--- config.mk ---
export PLATFORM = sky130hd
export DESIGN_NAME = execute_stage_m
export DESIGN_NICKNAME = d
export VERILOG_FILES = /design/src/rtl/exe_pkg.sv /design/src/rtl/alu.sv /design/src/rtl/execute_stage_m_muldiv.sv /design/src/rtl/execute_stage_m.sv
export SDC_FILE = /design/constraint.sdc
export NUM_CORES = 2
export LEC_CHECK = 0
export BUFFER_PORTS_ARGS = -buffer_cell sky130_fd_sc_hd__buf_2
export CAP_MARGIN = 25
export CORE_UTILIZATION = 55
export DETAILED_ROUTE_END_ITERATION = 12
export GPL_ROUTABILITY_DRIVEN = 0
export GPL_TIMING_DRIVEN = 0
export PLACE_DENSITY = 0.82
export SYNTH_ARGS = -nofsm -noshare
export SYNTH_HDL_FRONTEND = slang
export SYNTH_SLANG_ARGS = --single-unit
--- constraint.sdc ---
create_clock -name clk -period 7.15 [get_ports clk]
set_input_delay 0 -clock clk [delete_from_list [all_inputs] [get_ports clk]]
set_output_delay 0 -clock clk [all_outputs]
set_load 0.02 [all_outputs]
--- src/rtl/exe_pkg.sv ---
// Shared types and constants for the execute stage: control-word layout,
// immediate formats, ALU and muldiv opcodes, and the muldiv sequencer states.
package exe_pkg;

    localparam int CW_ASEL    = 0;
    localparam int CW_BSEL    = 1;
    localparam int CW_MODSEL  = 2;
    localparam int CW_IMM_LO  = 3;
    localparam int CW_IMM_HI  = 5;
    localparam int CW_JUMP    = 6;
    localparam int CW_BRANCH  = 7;
    localparam int CW_DCTL_LO = 8;
    localparam int CW_DCTL_HI = 12;
    localparam int CW_MULDIV  = 13;

    typedef enum logic [2:0] {
        IMM_I = 3'd0, IMM_S = 3'd1, IMM_B = 3'd2, IMM_J = 3'd3, IMM_U = 3'd4
    } imm_sel_e;

    typedef enum logic [2:0] {
        MD_MUL = 3'd0, MD_MULH = 3'd1, MD_MULHSU = 3'd2, MD_MULHU = 3'd3,
        MD_DIV = 3'd4, MD_DIVU = 3'd5, MD_REM    = 3'd6, MD_REMU   = 3'd7
    } muldiv_op_e;

    typedef enum logic [1:0] {S_IDLE, S_RUN, S_DONE} exe_state_e;

    // {alternate bit, funct3}
    typedef enum logic [3:0] {
        ALU_ADD = 4'd0, ALU_SLL = 4'd1, ALU_SLT = 4'd2, ALU_SLTU = 4'd3,
        ALU_XOR = 4'd4, ALU_SRL = 4'd5, ALU_OR  = 4'd6, ALU_AND  = 4'd7,
        ALU_SUB = 4'd8, ALU_SRA = 4'd13
    } alu_op_e;

    function automatic logic [31:0] imm_gen(input logic [31:0] i, input logic [2:0] sel);
        case (sel)
            IMM_S:   imm_gen = {{20{i[31]}}, i[31:25], i[11:7]};
            IMM_B:   imm_gen = {{19{i[31]}}, i[31], i[7], i[30:25], i[11:8], 1'b0};
            IMM_J:   imm_gen = {{11{i[31]}}, i[31], i[19:12], i[20], i[30:21], 1'b0};
            IMM_U:   imm_gen = {i[31:12], 12'b0};
            default: imm_gen = {{20{i[31]}}, i[31:20]};
        endcase
    endfunction

endpackage

--- src/rtl/alu.sv ---
// Single-cycle integer ALU for RV32I-style register and immediate operations.
import exe_pkg::*;

module alu #(
    parameter int XLEN = 32
) (
    input  logic [3:0]      op,
    input  logic [XLEN-1:0] a,
    input  logic [XLEN-1:0] b,
    output logic [XLEN-1:0] y
);
    localparam int SW = $clog2(XLEN);

    logic [SW-1:0] sh;
    assign sh = b[SW-1:0];

    always_comb begin
        y = a + b;
        case (alu_op_e'(op))
            ALU_SUB:  y = a - b;
            ALU_SLL:  y = a << sh;
            ALU_SLT:  y = XLEN'($signed(a) < $signed(b));
            ALU_SLTU: y = XLEN'(a < b);
            ALU_XOR:  y = a ^ b;
            ALU_SRL:  y = a >> sh;
            ALU_SRA:  y = XLEN'($signed(a) >>> sh);
            ALU_OR:   y = a | b;
            ALU_AND:  y = a & b;
            default:  y = a + b;
        endcase
    end
endmodule

--- src/rtl/execute_stage_m_muldiv.sv ---
// Iterative radix-2 RV32M unit: shift-add multiply and restoring divide on
// operand magnitudes, with the result sign applied when the sequence completes.
import exe_pkg::*;

module muldiv_unit #(
    parameter int XLEN = 32
) (
    input  logic            clk,
    input  logic            rst_n,
    input  logic            clk_en,
    input  logic            invalidate,
    input  logic            start,
    input  logic [2:0]      op,
    input  logic [XLEN-1:0] a,
    input  logic [XLEN-1:0] b,
    output logic            idle,
    output logic            running,
    output logic            done,
    output logic [XLEN-1:0] result
);
    localparam int CW = $clog2(XLEN);
    localparam logic [CW-1:0] LAST = CW'(XLEN - 1);

    exe_state_e      state_q, state_d;
    logic [CW-1:0]   cnt_q;
    muldiv_op_e      op_q;
    logic [XLEN-1:0] hi_q, lo_q, b_q, a_q;
    logic            neg_q, bzero_q;

    logic            sa, sb;
    logic [XLEN-1:0] a_mag, b_mag;
    logic [XLEN:0]   sum, rem_sh, diff;
    logic [2*XLEN-1:0] prod_s;

    always_ff @(posedge clk or negedge rst_n) begin
        if (!rst_n) state_q <= S_IDLE;
        else        state_q <= state_d;
    end

    always_comb begin
        state_d = state_q;
        if (invalidate) state_d = S_IDLE;
        else if (clk_en) begin
            case (state_q)
                S_IDLE:  if (start) state_d = S_RUN;
                S_RUN:   if (cnt_q == LAST) state_d = S_DONE;
                S_DONE:  state_d = S_IDLE;
                default: state_d = S_IDLE;
            endcase
        end
    end

    assign idle    = (state_q == S_IDLE);
    assign running = (state_q == S_RUN);
    assign done    = (state_q == S_DONE);

    always_comb begin
        sa    = (op inside {MD_MUL, MD_MULH, MD_MULHSU, MD_DIV, MD_REM}) & a[XLEN-1];
        sb    = (op inside {MD_MUL, MD_MULH, MD_DIV, MD_REM}) & b[XLEN-1];
        a_mag = sa ? -a : a;
        b_mag = sb ? -b : b;
    end

    // hi/lo double as {product high, multiplier} or {remainder, quotient}
    assign sum    = {1'b0, hi_q} + (lo_q[0] ? {1'b0, b_q} : '0);
    assign rem_sh = {hi_q, lo_q[XLEN-1]};
    assign diff   = rem_sh - {1'b0, b_q};

    always_ff @(posedge clk or negedge rst_n) begin
        if (!rst_n) begin
            cnt_q   <= '0;
            op_q    <= MD_MUL;
            hi_q    <= '0;
            lo_q    <= '0;
            b_q     <= '0;
            a_q     <= '0;
            neg_q   <= 1'b0;
            bzero_q <= 1'b0;
        end else if (invalidate) begin
            cnt_q <= '0;
        end else if (clk_en) begin
            if (idle && start) begin
                cnt_q   <= '0;
                op_q    <= muldiv_op_e'(op);
                hi_q    <= '0;
                lo_q    <= op[2] ? a_mag : b_mag;
                b_q     <= op[2] ? b_mag : a_mag;
                a_q     <= a;
                neg_q   <= (op == MD_REM || op == MD_REMU) ? sa : (sa ^ sb);
                bzero_q <= (b == '0);
            end else if (running) begin
                cnt_q <= cnt_q + 1'b1;
                if (!op_q[2]) begin
                    hi_q <= sum[XLEN:1];
                    lo_q <= {sum[0], lo_q[XLEN-1:1]};
                end else if (!diff[XLEN]) begin
                    hi_q <= diff[XLEN-1:0];
                    lo_q <= {lo_q[XLEN-2:0], 1'b1};
                end else begin
                    hi_q <= rem_sh[XLEN-1:0];
                    lo_q <= {lo_q[XLEN-2:0], 1'b0};
                end
            end
        end
    end

    assign prod_s = neg_q ? -{hi_q, lo_q} : {hi_q, lo_q};

    always_comb begin
        case (op_q)
            MD_MUL:               result = prod_s[XLEN-1:0];
            MD_DIV, MD_DIVU:      result = bzero_q ? '1 : (neg_q ? -lo_q : lo_q);
            MD_REM, MD_REMU:      result = bzero_q ? a_q : (neg_q ? -hi_q : hi_q);
            default:              result = prod_s[2*XLEN-1:XLEN];
        endcase
    end
endmodule

--- src/rtl/execute_stage_m.sv ---
// Execute stage: single-cycle ALU/branch path plus an iterative muldiv unit
// that stalls upstream and emits bubbles until its result retires.
import exe_pkg::*;

module execute_stage_m #(
    parameter int XLEN = 32,
    parameter int PCW  = XLEN - 2
) (
    input  logic            clk,
    input  logic            async_rst_n,
    input  logic            clk_en,
    input  logic            invalidate,
    input  logic [31:0]     inst_in,
    input  logic [13:0]     ctr_word_in,
    input  logic [XLEN-1:0] regfile_rs1,
    input  logic [XLEN-1:0] regfile_rs2,
    input  logic [PCW-1:0]  pc_in,
    output logic [4:0]      ctr_out,
    output logic [31:0]     inst_out,
    output logic [XLEN-1:0] alu_out,
    output logic [PCW-1:0]  inc_pc_out,
    output logic [XLEN-1:0] regfile_rs2_out,
    output logic            branch_result_out,
    output logic [4:0]      exe_rs1_address,
    output logic [4:0]      exe_rs2_address,
    output logic            exe_uses_rs1,
    output logic            exe_uses_rs2,
    output logic            exe_busy
);
    logic            asel, bsel, modsel, jump, branch, muldiv;
    logic [2:0]      fn3;
    logic [31:0]     imm32;
    logic [XLEN-1:0] imm_x, op_a, op_b, alu_y, md_result;
    logic [3:0]      alu_op;
    logic            cmp, br_taken;
    logic            md_idle, md_run, md_done;

    assign asel   = ctr_word_in[CW_ASEL];
    assign bsel   = ctr_word_in[CW_BSEL];
    assign modsel = ctr_word_in[CW_MODSEL];
    assign jump   = ctr_word_in[CW_JUMP];
    assign branch = ctr_word_in[CW_BRANCH];
    assign muldiv = ctr_word_in[CW_MULDIV];
    assign fn3    = inst_in[14:12];

    assign exe_rs1_address = inst_in[19:15];
    assign exe_rs2_address = inst_in[24:20];
    assign exe_uses_rs1    = !asel | branch | muldiv;
    assign exe_uses_rs2    = !bsel | branch | muldiv;

    assign imm32 = imm_gen(inst_in, ctr_word_in[CW_IMM_HI:CW_IMM_LO]);

    // Sign-extend (or truncate) the 32-bit immediate to the datapath width
    always_comb begin
        imm_x = '0;
        for (int i = 0; i < XLEN; i++) imm_x[i] = imm32[(i < 32) ? i : 31];
    end

    assign op_a = asel ? XLEN'({pc_in, 2'b00}) : regfile_rs1;
    assign op_b = bsel ? imm_x : regfile_rs2;

    // inst[30] selects SUB only for register-register adds, SRA for any right shift
    assign alu_op = modsel ? ALU_ADD
                  : {inst_in[30] & ((fn3 == 3'd5) | ((fn3 == 3'd0) & !bsel)), fn3};

    alu #(.XLEN(XLEN)) u_alu (
        .op (alu_op),
        .a  (op_a),
        .b  (op_b),
        .y  (alu_y)
    );

    always_comb begin
        case (fn3[2:1])
            2'd0:    cmp = (regfile_rs1 == regfile_rs2);
            2'd2:    cmp = ($signed(regfile_rs1) < $signed(regfile_rs2));
            2'd3:    cmp = (regfile_rs1 < regfile_rs2);
            default: cmp = fn3[0];
        endcase
    end

    assign br_taken = ((cmp ^ fn3[0]) & branch) | jump;

    muldiv_unit #(.XLEN(XLEN)) u_md (
        .clk        (clk),
        .rst_n      (async_rst_n),
        .clk_en     (clk_en),
        .invalidate (invalidate),
        .start      (muldiv),
        .op         (fn3),
        .a          (regfile_rs1),
        .b          (regfile_rs2),
        .idle       (md_idle),
        .running    (md_run),
        .done       (md_done),
        .result     (md_result)
    );

    // Not busy in DONE, so upstream advances on the edge the result retires
    assign exe_busy = (md_idle & muldiv) | md_run;

    always_ff @(posedge clk or negedge async_rst_n) begin
        if (!async_rst_n) begin
            ctr_out           <= '0;
            inst_out          <= '0;
            alu_out           <= '0;
            inc_pc_out        <= '0;
            regfile_rs2_out   <= '0;
            branch_result_out <= 1'b0;
        end else if (invalidate) begin
            ctr_out           <= '0;
            branch_result_out <= 1'b0;
        end else if (clk_en) begin
            if (exe_busy) begin
                ctr_out           <= '0;
                branch_result_out <= 1'b0;
            end else begin
                ctr_out           <= ctr_word_in[CW_DCTL_HI:CW_DCTL_LO];
                inst_out          <= inst_in;
                alu_out           <= md_done ? md_result : alu_y;
                inc_pc_out        <= pc_in + PCW'(1);
                regfile_rs2_out   <= regfile_rs2;
                branch_result_out <= md_done ? 1'b0 : br_taken;
            end
        end
    end
endmodule

==> results.ini, run 1 <==
[logic_synthesis]
synthArstFlopShare = 1.00
synth_area_per_cell_um2 = 7.26
synth_top_flop_cell = dfrtp_1
synth_cells = 4260
yosys_warnings = 0
yosysSeqAreaShare = 0.220
synth.cell_area_mm2 = 0.0309
synth_cell_types = 84
synth_edf_count = 0
synth-seq-cells = 272
syn_nets = 4608

[clock_tree]
post_cts_buffers = 0
cts_buffer_depth = 3
cts_made_buffers = 34
cts_htree_levels = 2
cts-hold-fix-buffers = 153
clock-sinks = 272
ctsResizeCount = 0
clockRootBuffer = clkbuf_16

[run_status]
outcome = aborted with a tool error
lastStage = 5_1_grt
stop_error = [ERROR GRT-0116] Global routing finished with congestion. Check the congestion regions in the DRC Viewer.

[floorplanning]
fp-row-count = 86
io_pins = 289
start_util = 0.559
dieHeight_um = 239
dieWidth_um = 239

[grt]
track_usage = 0.615
grt_max_degree = 118
grt_pass1_vias = 40600
grt_overflow = 19
grt_pass1_wl_mm = 262

[placed_design]
dpl.hpwl_mm = 118
io_buffers = 284
dp.cells = 5299

-- cells in the mapped netlist, types with 41 or more instances --
cell,number,area [um^2]
mux2i_1,134,1340
ha_1,200,2500
nand2_1,585,2200
a211oi_1,59,443
nor2_1,367,1380
mux2_2,41,462
nand4_1,41,257
a21oi_1,340,1700
o211ai_1,98,736
a22oi_1,48,360
xnor2_1,145,1270
nor3_1,64,320
a21o_1,55,413
inv_1,199,747
xor2_1,101,885
dfrtp_1,272,6810
a31oi_1,54,338
clkbuf_1,259,972
o21ai_0,410,2050
o22ai_1,41,257
nand3_1,98,490
o31ai_1,45,338
-- logic make-up after synthesis --
family | after synthesis | synth area share
AOI/OAI and AO/OA | 1434 | 0.297
and+or+nand+nor | 1407 | 0.205
buffers and inverters | 521 | 0.0656
DFF | 272 | 0.220
xor gates and xnor gates | 246 | 0.0697
adders and majority gates | 204 | 0.0835
muxes | 176 | 0.0590
-- stage by stage --
stage	worst slack, ns	area, um^2
CTS	0.743	36000
detailed placement	0.473	33400
global placement	-0.271	33300
floorplan	2.58	30900
-- per-layer routing --
| metal | global-route usage | GRT overflow |
|---|---|---|
| met1 | 0.619 | 0 |
| met2 | 0.769 | 3 |
| met3 | 0.488 | 3 |
| met4 | 0.576 | 13 |
| met5 | 0.193 | 0 |
==> run 2: changes to the inputs <==
--- a/config.mk
+++ b/config.mk
@@ -7,11 +7,11 @@
 export LEC_CHECK = 0
 export BUFFER_PORTS_ARGS = -buffer_cell sky130_fd_sc_hd__buf_2
 export CAP_MARGIN = 25
-export CORE_UTILIZATION = 55
+export CORE_UTILIZATION = 40
 export DETAILED_ROUTE_END_ITERATION = 12
 export GPL_ROUTABILITY_DRIVEN = 0
 export GPL_TIMING_DRIVEN = 0
-export PLACE_DENSITY = 0.82
+export PLACE_DENSITY_LB_ADDON = 0.15
 export SYNTH_ARGS = -nofsm -noshare
 export SYNTH_HDL_FRONTEND = slang
 export SYNTH_SLANG_ARGS = --single-unit
==> results.ini, run 2 <==
[logic_synthesis]
synth-seq-cells = 272  ; unchanged
yosysSeqAreaShare = 0.220  ; unchanged
synth_edf_count = 0  ; unchanged
synth_cells = 4260  ; unchanged
syn_nets = 4608  ; unchanged
yosys_warnings = 0  ; unchanged
synth_area_leaders = dfrtp_1 22%, ha_1 8.1%, nand2_1 7.1%
synth.cell_area_mm2 = 0.0309  ; unchanged
yosys-top-cells-count = 585 x nand2_1, 410 x o21ai_0, 367 x nor2_1
yosysMostFrequentCell = nand2_1
synth_top_area_share = 0.220  ; unchanged
yosysTopAreaCell = dfrtp_1
synth_top_flop_cell = dfrtp_1
synth_cell_types = 84  ; unchanged
synthArstFlopShare = 1.00  ; unchanged
synth_area_per_cell_um2 = 7.26  ; unchanged

[run_status]
outcome = completed

[sta]
slew_headroom = 0.0928
rsz0062_at_grt = false
finalWorstSetupSlack_ns = 0.409
finalHoldViolCount = 0
drv_slew = 0
clock-skew-final_ns = 0.0199
fmax_mhz = 148
tightest_slew_ns = 1.36
timing.final.crit_share = 0.943
setup-tns-final_ns = 0
setup_viol = 0
period_needed_ns = 6.74

[floorplanning]
io_pins = 289  ; unchanged
core_area_mm2 = 0.0762
start_util = 0.406  ; -0.153
die-area_mm2 = 0.0784
dieHeight_um = 280  ; +17%
fp-row-count = 101  ; +17%
dieWidth_um = 280  ; +17%

[clock_tree]
clockRootBuffer = clkbuf_16
clk_latency_ns = 0.61
cts_htree_levels = 2  ; unchanged
cts_tree = done
post_cts_buffers = 0  ; unchanged
cts_buffer_depth = 3  ; unchanged
cts_made_buffers = 35  ; +2.9%
clock-sinks = 272  ; unchanged
clk_pin_slew_ns = 0.07

[critical_path]
cp_top_family = compound AO/OA/AOI/OAI gates
cp-start-kind = primary input
cp_slowest_stage_delay_ns = 0.81
path_class = in -> reg
crit_path_end_kind = flop
cp.required_ns = 7.61
cp_slowest_cell = a41oi_1
worst-path-buf-inv = 5
crit_chain = dlygate4sd3_1 -> buf_2 -> or4b_2 -> a41oi_1 -> buf_2 -> clkbuf_1 -> buf_2 -> ha_1 -> fa_1 -> nand2b_1 -> a21oi_1 -> a21oi_1 -> o21ai_0 -> a21oi_1 -> o211ai_1 -> o22ai_1 -> mux2i_1 -> a41oi_1
arrival_ns = 7.20
crit_fanout = 11

[grt]
track_usage = 0.415
grt_pass1_wl_mm = 241
grt_overflow = 0
antenna_found_initial = 13
grt_pass1_vias = 35300
grt_max_degree = 111

[routing]
drc = 0
vias = 38300
first_pass_iters = 10
finalWirelength_mm = 168
vias_per_cell = 6.60
dr.first_iter.drc_count = 6044
ant_nets = 0
wire_per_inst_um = 28.9

[finish]
drive_gt1_frac = 0.0992
layout_common_cells = 585 x nand2_1, 408 x o21ai_0, 367 x nor2_1
final_common_cell = nand2_1
nets = 5094
area_delta_synth_final_pct = 18.0
num-fill-cells = 7810

[pwr]
vdd_drop_max_uv = 223
intPower_mw = 5.26
p_comb_frac = 0.616
swShare = 0.526
switchingPower_mw = 5.84
p_clk_frac = 0.168
p_per_area_mw_per_mm2 = 304
seq_power_share = 0.216
power.leakage_nw = 15.8

[hold_path]
hold_class = in -> async

[placed_design]
dp_slack_ns = 0.435  ; -0.0385 ns
io_buffers = 284  ; unchanged
dpl.hpwl_mm = 130  ; +10%

[job]
cap_violations = 0

-- run 2: final cells by class --
class,instances,area [um^2],area share
buffer,315,1260,0.0344
antenna,7,17.5,0.000480
clock buffer,45,953,0.0261
sequential,272,6810,0.186
tap,1030,1290,0.0353
timing repair buffer,450,3120,0.0854
inverter,205,769,0.0211
clock inverter,15,193,0.00528
multi-input combinational,3467,22100,0.605
-- run 2: path summary, 6_finish.rpt --
check,from,end,slack (ns),cells after the start
worst max register to register,u_md.state_q[0],alu_out[21],2.22,9
worst min register to register,inst_out[17],inst_out[17],0.47,2
max in group asynchronous,async_rst_n,u_md.hi_q[2],6.53,3
worst max-delay path,inst_in[20],alu_out[28],0.41,18
min in group clk,regfile_rs1[31],u_md.a_q[31],0.03,4
worst min-delay path,async_rst_n,inc_pc_out[10],0.02,3
-- run 2: cells by family after synthesis --
group                    count (synthesis)  share of synthesized area
AO/OA/AOI/OAI                         1434                      0.297
AND/OR/NAND/NOR                       1407                      0.205
buffers and inverters                  521                     0.0656
flip-flops                             272                      0.220
XOR/XNOR                               246                     0.0697
adder cells (fa/ha/maj)                204                     0.0835
multiplexers                           176                     0.0590
-- run 2: tightest hold or removal path: cells and delay by family --
| kind | cells | cell delay [ns] |
|---|---|---|
| buffers and inverters | 3 | 0.99 |
-- run 2: stage by stage --
| step | utilization | cells | hold WS (ns) | total power [mW] | cell area [um^2] |
|---|---|---|---|---|---|
| detailed placement | 0.443 | 5582 | -0.0265 | 8.77 | 33800 |
| global placement | 0.441 | 5574 | 0.193 | 8.76 | 33600 |
| CTS | 0.478 | 5793 | 0.0129 | 10.7 | 36400 |
| finish | 0.479 | 5806 | 0.0178 | 11.1 | 36500 |
| floorplan | - | 4260 | -0.296 | 6.62 | 30900 |
| global route | 0.479 | 5801 | 0.0616 | 11.6 | 36500 |
-- run 2: power by group through the flow --
stage                     Combinational (mW)  Clock, mW  Sequential, mW
final                                   6.83       1.87            2.40
after global routing                    7.23       1.93            2.42
after CTS                               6.49       1.86            2.37
after detailed placement                6.38          0            2.39
after global placement                  6.37          0            2.39
after floorplan                         4.25          0            2.37
-- run 2: timing repair --
item                                   in CTS  in global routing
endpoints found under the hold margin     407                  0
hold buffers                              151                  0
setup endpoints to repair                   0                  1
resized for setup                           0                  0
-- run 2: layer usage --
metal  track usage  share of wire  vias to the layer above
li1              -              -                    16400
met1         0.495           0.36                    18000
met2         0.616           0.41                     3068
met3         0.146           0.13                      842
met4         0.305          0.091                       12
met5             0        0.00061                        -
No activity file was read; power rests on OpenSTA's default activity.
